$ cat config.mk
export PLATFORM = sky130hd
export DESIGN_NAME = snes_cart_map
export DESIGN_NICKNAME = d
export VERILOG_FILES = /design/src/rtl/snes_cart_map.sv
export SDC_FILE = /design/constraint.sdc
export NUM_CORES = 1
export LEC_CHECK = 0
export ABC_CLOCK_PERIOD_IN_PS = 1800
export CELL_PAD_IN_SITES_DETAIL_PLACEMENT = 0
export CELL_PAD_IN_SITES_GLOBAL_PLACEMENT = 2
export CORE_MARGIN = 4
export CORE_UTILIZATION = 22
export CTS_BUF_LIST = sky130_fd_sc_hd__clkbuf_2
export CTS_CLUSTER_DIAMETER = 80
export DETAILED_ROUTE_END_ITERATION = 8
export PLACE_DENSITY = 0.81
export SLEW_MARGIN = 20
export SYNTH_ARGS = -nofsm -noshare
export SYNTH_HDL_FRONTEND = slang
export SYNTH_SLANG_ARGS = --single-unit
$ cat constraint.sdc
create_clock -name clk -period 1.8 [get_ports clk]
set_input_delay 0.36 -clock clk [delete_from_list [all_inputs] [get_ports clk]]
set_output_delay 0.36 -clock clk [all_outputs]
set_load 0.02 [all_outputs]
$ cat src/rtl/snes_cart_map.sv
// SNES cartridge address mapper and memory-request sequencer.
// Decodes LoROM/HiROM/ExHiROM CPU accesses into ROM and save-RAM requests,
// returns read data to the CPU and otherwise drives the open-bus value.
`timescale 1ns / 1ps
module snes_cart_map #(
   parameter int unsigned ROM_AW = 24,
   parameter int unsigned RAM_AW = 17
) (
   input  logic              clk,
   input  logic              rst_n,
   input  logic [23:0]       ca,
   input  logic [7:0]        di,
   input  logic              cpurd_n,
   input  logic              cpuwr_n,
   input  logic              romsel_n,
   input  logic              sysclkf_ce,
   input  logic              sysclkr_ce,
   input  logic [1:0]        map_mode,
   input  logic [ROM_AW-1:0] rom_mask,
   input  logic [RAM_AW-1:0] ram_mask,
   output logic [ROM_AW-1:0] rom_addr,
   output logic              rom_req,
   input  logic              rom_ack,
   input  logic [15:0]       rom_q,
   output logic [RAM_AW-1:0] ram_addr,
   output logic              ram_req,
   output logic              ram_we,
   output logic [7:0]        ram_d,
   input  logic              ram_ack,
   input  logic [7:0]        ram_q,
   output logic [7:0]        cart_do,
   output logic [7:0]        late_cnt
);

   typedef enum logic [2:0] {
      StIdle,
      StRomWait,
      StRamRdWait,
      StRamWrArm,
      StRamWrWait
   } state_e;

   state_e              state_q, state_d;
   logic [ROM_AW-1:0]   rom_addr_q, rom_addr_d;
   logic [RAM_AW-1:0]   ram_addr_q, ram_addr_d;
   logic                rom_req_q, rom_req_d;
   logic                ram_req_q, ram_req_d;
   logic                ram_we_q, ram_we_d;
   logic [7:0]          ram_d_q, ram_d_d;
   logic [7:0]          data_q, data_d;
   logic [7:0]          openbus_q, openbus_d;
   logic                hit_q, hit_d;
   logic [7:0]          late_cnt_q, late_cnt_d;

   logic [23:0]         rom_raw;
   logic [18:0]         ram_raw;
   logic                rom_hit, ram_hit;
   logic [ROM_AW-1:0]   rom_dec;
   logic [RAM_AW-1:0]   ram_dec;
   logic                late_inc;

   // Address decode for the selected mapping mode, masked and resized.
   always_comb begin
      rom_raw = '0;
      ram_raw = '0;
      rom_hit = 1'b0;
      ram_hit = 1'b0;
      rom_dec = '0;
      ram_dec = '0;
      case (map_mode)
         2'd1, 2'd2: begin
            rom_hit = !romsel_n;
            ram_hit = (ca[22:21] == 2'b01) && (ca[15:13] == 3'b011) &&
                      ((map_mode == 2'd1) || ca[23]);
            rom_raw = (map_mode == 2'd2) ? {1'b0, ~ca[23], ca[21:0]} : {2'b00, ca[21:0]};
            ram_raw = {1'b0, ca[20:16], ca[12:0]};
         end
         default: begin
            rom_hit = !romsel_n && (ca[15] || ca[22]);
            ram_hit = !romsel_n && (ca[22:20] == 3'b111) && !ca[15];
            rom_raw = {2'b00, ca[22:16], ca[14:0]};
            ram_raw = {ca[19:16], ca[14:0]};
         end
      endcase
      // An all-zero RAM mask means the cartridge has no save RAM.
      ram_hit = ram_hit && (|ram_mask);
      // Zero-extend or truncate the raw addresses to the port widths.
      for (int unsigned i = 0; i < ROM_AW; i++) begin
         rom_dec[i] = (i < 24) ? rom_raw[i % 24] : 1'b0;
      end
      for (int unsigned i = 0; i < RAM_AW; i++) begin
         ram_dec[i] = (i < 19) ? ram_raw[i % 19] : 1'b0;
      end
      rom_dec = rom_dec & rom_mask;
      ram_dec = ram_dec & ram_mask;
   end

   // Sequencer next-state, request handshakes, data capture and late counter.
   always_comb begin
      state_d    = state_q;
      rom_addr_d = rom_addr_q;
      ram_addr_d = ram_addr_q;
      rom_req_d  = rom_req_q;
      ram_req_d  = ram_req_q;
      ram_we_d   = ram_we_q;
      ram_d_d    = ram_d_q;
      data_d     = data_q;
      hit_d      = hit_q;
      late_cnt_d = late_cnt_q;
      openbus_d  = sysclkr_ce ? di : openbus_q;

      unique case (state_q)
         StIdle: begin
            if (sysclkf_ce) begin
               hit_d = 1'b0;
               if (ram_hit && !cpurd_n) begin
                  ram_addr_d = ram_dec;
                  ram_req_d  = 1'b1;
                  ram_we_d   = 1'b0;
                  hit_d      = 1'b1;
                  state_d    = StRamRdWait;
               end else if (ram_hit && !cpuwr_n) begin
                  ram_addr_d = ram_dec;
                  state_d    = StRamWrArm;
               end else if (rom_hit && !cpurd_n) begin
                  rom_addr_d = rom_dec;
                  rom_req_d  = 1'b1;
                  hit_d      = 1'b1;
                  state_d    = StRomWait;
               end
            end
         end
         StRomWait: begin
            if (rom_ack) begin
               rom_req_d = 1'b0;
               data_d    = rom_addr_q[0] ? rom_q[15:8] : rom_q[7:0];
               state_d   = StIdle;
            end
         end
         StRamRdWait: begin
            if (ram_ack) begin
               ram_req_d = 1'b0;
               data_d    = ram_q;
               state_d   = StIdle;
            end
         end
         StRamWrArm: begin
            // Write data is only stable on the rising CPU phase.
            if (sysclkr_ce) begin
               ram_d_d   = di;
               ram_req_d = 1'b1;
               ram_we_d  = 1'b1;
               state_d   = StRamWrWait;
            end
         end
         StRamWrWait: begin
            if (ram_ack) begin
               ram_req_d = 1'b0;
               ram_we_d  = 1'b0;
               state_d   = StIdle;
            end
         end
         default: state_d = StIdle;
      endcase

      // Read not served in time, or a new access arriving while busy (dropped).
      late_inc = (sysclkr_ce && ((state_q == StRomWait) || (state_q == StRamRdWait))) ||
                 (sysclkf_ce && (rom_hit || ram_hit) && (state_q != StIdle));
      if (late_inc && (late_cnt_q != 8'hFF)) begin
         late_cnt_d = late_cnt_q + 8'd1;
      end
   end

   // State registers with asynchronous reset.
   always_ff @(posedge clk or negedge rst_n) begin
      if (!rst_n) begin
         state_q    <= StIdle;
         rom_addr_q <= '0;
         ram_addr_q <= '0;
         rom_req_q  <= 1'b0;
         ram_req_q  <= 1'b0;
         ram_we_q   <= 1'b0;
         ram_d_q    <= 8'h00;
         data_q     <= 8'hFF;
         openbus_q  <= 8'hFF;
         hit_q      <= 1'b0;
         late_cnt_q <= 8'h00;
      end else begin
         state_q    <= state_d;
         rom_addr_q <= rom_addr_d;
         ram_addr_q <= ram_addr_d;
         rom_req_q  <= rom_req_d;
         ram_req_q  <= ram_req_d;
         ram_we_q   <= ram_we_d;
         ram_d_q    <= ram_d_d;
         data_q     <= data_d;
         openbus_q  <= openbus_d;
         hit_q      <= hit_d;
         late_cnt_q <= late_cnt_d;
      end
   end

   // Outputs: read data once the access has completed, otherwise open bus.
   always_comb begin
      rom_addr = rom_addr_q;
      ram_addr = ram_addr_q;
      rom_req  = rom_req_q;
      ram_req  = ram_req_q;
      ram_we   = ram_we_q;
      ram_d    = ram_d_q;
      late_cnt = late_cnt_q;
      cart_do  = (hit_q && (state_q == StIdle)) ? data_q : openbus_q;
   end

endmodule

==> results by group <==
Outcome
  – Outcome: complete, but fails checks
  – Failing checks: setup timing

Timing
  – Count of final setup violators: 8
  – Skew final: 0.0369 ns
  – Max Fclk: 438 MHz
  – Fin. max-slew vios: 0
  – Post-route setup slack: -0.482 ns
  – RSZ-0062 raised after global routing: true
  – Setup TNS: -3.80 ns
  – Post-route minimum period: 2.28 ns
  – Final Hold Viols: 0
  – Final Cycle Share: 127%

Critical path
  – R2r setup slk: about 0.020 ns
  – Crit Path Max Fanout: 8
  – Req. time, crit path: roughly 1.4 ns
  – CP Class: register to primary output
  – CP peak stage delay: 0.44 ns
  – Kind of start point of the critical path: register
  – Worst Setup End Kind: primary output
  – Critical-path top delay cell: dfrtp_1
  – WP data arrival: around 1.9 ns
  – CP cell instances: nor3_2 -> and2_4 -> mux2_4 -> buf_6

Detailed routing
  – DR pass1 iterations: 4
  – Drt initial violations: 108
  – Post-DRT Antenna Nets: 0
  – Routed Wire Length: roughly 14 mm
  – Via count: around 3700
  – Drc violations: 0
  – Vias/cell: about 4.3
  – Avg WL per Cell: 15.6 µm

GRT
  – Vias in the first global route: 3907
  – Total GRT Usage: between 10% and 20%
  – Grt total ovfl: 0
  – Antenna violations before repair: 0
  – Pin count of the biggest net entering global routing: 33
  – First-pass GRT wire length: 20.6 mm

Cells and area
  – Final nets: around 750
  – ANT cells: 0
  – Fillcell total: around 1700
  – Register area: 2000 µm²
  – Cell Count, Final, Fillers Out: approximately 870
  – Final Util: approximately two fifths
  – Share of cells above drive strength 1: approximately 28%
  – Syn-to-layout area delta: 73.7%
  – Multi-input logic area: roughly 1900 µm²

Placed design
  – Detailed Place HPWL: roughly 10 mm
  – Cells after DPL: roughly 820
  – Buffers added on ports: around 170
  – Routability cong.: around 0.79

Logic synthesis
  – Ys flop type: dfrtp_1
  – Asr flop ratio synth: between 90% and 100%
  – Syn_nets: a little over 500
  – Synth Instances: ~390
  – Yosys warns: 0
  – Post-synth EDFFs: 0
  – Synthesized area: about 4000 µm²
  – Netlist cell types: between 40 and 50
  – Syn_area_per_cell: approximately 10 µm²
  – #FFs+latches synth: slightly below 80
  – Post-synthesis sequential area ratio: a little over 50%

CTS
  – CTS Root Cell: clkbuf_2
  – Number of buffers created by CTS: 9
  – Worst-skew pair later-pin latency: approximately 0.56 ns
  – Clock Sink Count: 79
  – TritonCTS clock tree: yes
  – Clock Path Buffers: 2
  – H-tree levels: 3
  – CTS clk-pin slew, worst paths: roughly 0.24 ns

Hold path
  – Hold crit path type: input pin to register

Pwr
  – Int Pwr: 3.96 mW
  – Sequential power share: 40.6%
  – Clock network power share: around a fifth
  – Tot Pwr: approximately 6.1 mW
  – Pwr per Cell Area: 899 nW/µm²
  – P_sw: roughly 2.2 mW
  – Max rail drop VDD: ~0.0006 V
  – Net Sw Frac: between 30 and 40%
  – Comb pwr share: between 40% and 50%
  – Leakage: between 3 and 4 nW

Die
  – Die width: between 100 and 150 µm
  – FP Rows: 48
  – Chip height: around 140 µm
  – I/O pins: around 180
  – CORE AREA: 17400 µm²
  – Die footprint: approximately 20000 µm²
  – Initial core utilization: 22.5%

Flow run
  – Max Cap Viol: 0
-- repair_timing --
item,CTS,global route
buffers inserted,5,15
gates resized for setup,142,52
endpoints found under the hold margin,73,3
hold buffers,1,3
setup endpoints to repair,119,77
pin swaps,8,12
gates cloned,0,3
-- metal layers --
| layer | vias to the layer above | track usage [%] | wire [µm] |
|---|---|---|---|
| li1 | 1848 | - | - |
| met1 | 1760 | 16.1 | 5890 |
| met2 | 116 | 21.2 | 6340 |
| met3 | 14 | 5.16 | 1200 |
| met4 | 0 | 2.93 | 126 |
| met5 | - | 0 | 0 |
-- cell usage after synthesis, types with 5 or more instances --
| cell type | number | area (µm²) |
|---|---|---|
| nand4_1 | 6 | 37.5 |
| o21ai_1 | 12 | 60.1 |
| dfstp_2 | 16 | 420 |
| xnor2_1 | 7 | 61.3 |
| nor2_1 | 19 | 71.3 |
| nand2_1 | 58 | 218 |
| mux2_2 | 27 | 304 |
| and2_1 | 7 | 43.8 |
| clkbuf_1 | 9 | 33.8 |
| o21ai_0 | 47 | 235 |
| mux2i_1 | 8 | 80.1 |
| buf_6 | 5 | 56.3 |
| nor2b_1 | 8 | 50.1 |
| a21o_1 | 5 | 37.5 |
| a21oi_1 | 11 | 55.1 |
| nand3_1 | 19 | 95.1 |
| inv_1 | 21 | 78.8 |
| dfrtp_1 | 63 | 1580 |
-- placed cells by master (no fill, tap or decap), types with 8 or more instances in the layout --
cell,synthesis,routed
nand2_1,58,55
o21ai_0,47,33
a21oi_1,11,11
nor2b_1,8,8
dlygate4sd2_1,0,44
clkdlybuf4s15_1,0,10
inv_1,21,20
o21ai_1,12,24
buf_4,2,61
mux2_4,0,9
dlymetal6s2s_1,0,12
clkdlybuf4s50_1,0,89
clkbuf_2,0,14
nand3_1,19,14
dfstp_2,16,16
nor2_1,19,19
mux2i_1,8,8
mux2_2,27,18
dfrtp_1,63,63
buf_6,5,15
-- sequential cells by signal, indices dropped and copies added, names as in the netlist --
| name | flops |
|---|---|
| data_q | 8 |
| hit_q | 1 |
| late_cnt | 8 |
| openbus_q | 8 |
| ram_addr | 17 |
| ram_d | 8 |
| ram_req | 1 |
| ram_we | 1 |
| rom_addr | 23 |
| rom_req | 1 |
| state_q | 3 |
-- layout make-up --
class                           instances  share of cell area, %
Sequential cell                        79                   29.3
Timing Repair Buffer                  253                   35.6
Multi-Input combinational cell        272                   27.7
Clock inverter                          5                   1.21
Clock buffer                           11                  0.807
Inverter                               21                   1.23
Tap cell                              225                   4.13
-- stage by stage --
stage	area, µm²	hold slack, ns	setup slack (ns)
after CTS	6530	0.163	-0.599
final	6820	0.187	-0.482
after global routing	6820	0.0912	-0.634
after detailed placement	6360	0.313	-0.935
after floorplan	4000	0.0644	-0.199
after global placement	6360	0.309	-0.855
-- power by group through the flow --
| stage | sequential, mW | combinational (mW) | clock (mW) |
|---|---|---|---|
| 2_1_floorplan | 2.90 | 0.753 | 0 |
| 3_3_place_gp | 2.52 | 2.54 | 0 |
| 3_5_place_dp | 2.53 | 2.57 | 0 |
| 4_1_cts | 2.50 | 2.44 | 1.20 |
| 5_1_grt | 2.54 | 2.72 | 1.26 |
| 6_report | 2.49 | 2.50 | 1.14 |
-- kinds of logic after synthesis --
kind of cell	after synthesis	share of synthesized area (%)
adder cells (fa/ha/maj)	3	0.956
AND/OR/NAND/NOR	134	17.2
flip-flops	79	50.9
other	1	0.0955
AO/OA/AOI/OAI	90	13.9
buffers and inverters	41	5.16
XOR/XNOR	9	2.01
multiplexers	35	9.79
-- critical path: cells and delay by family, from the launching register on --
kind,cells,cell delay [ns]
buffers and inverters,1,0.13
flip-flops,1,0.44
multiplexers,1,0.33
AND/OR/NAND/NOR,2,0.50
-- worst paths after layout --
kind / startpoint / endpoint / cells past startpoint
max in group asynchronous: rst_n / late_cnt[6]$_DFFE_PN0P_ / 3
setup reg to reg: state_q[0]$_DFFE_PN0P_ / late_cnt[1]$_DFFE_PN0P_ / 7
setup / recovery: state_q[0]$_DFFE_PN0P_ / cart_do[1] / 4
hold reg to reg: data_q[6]$_DFFE_PN1P_ / data_q[6]$_DFFE_PN1P_ / 2
min in group asynchronous: rst_n / ram_d[0]$_DFFE_PN0P_ / 2
hold / removal: ram_mask[6] / ram_addr[6]$_DFFE_PN0P_ / 4
Note: power is estimated with default switching activity, not from simulation.
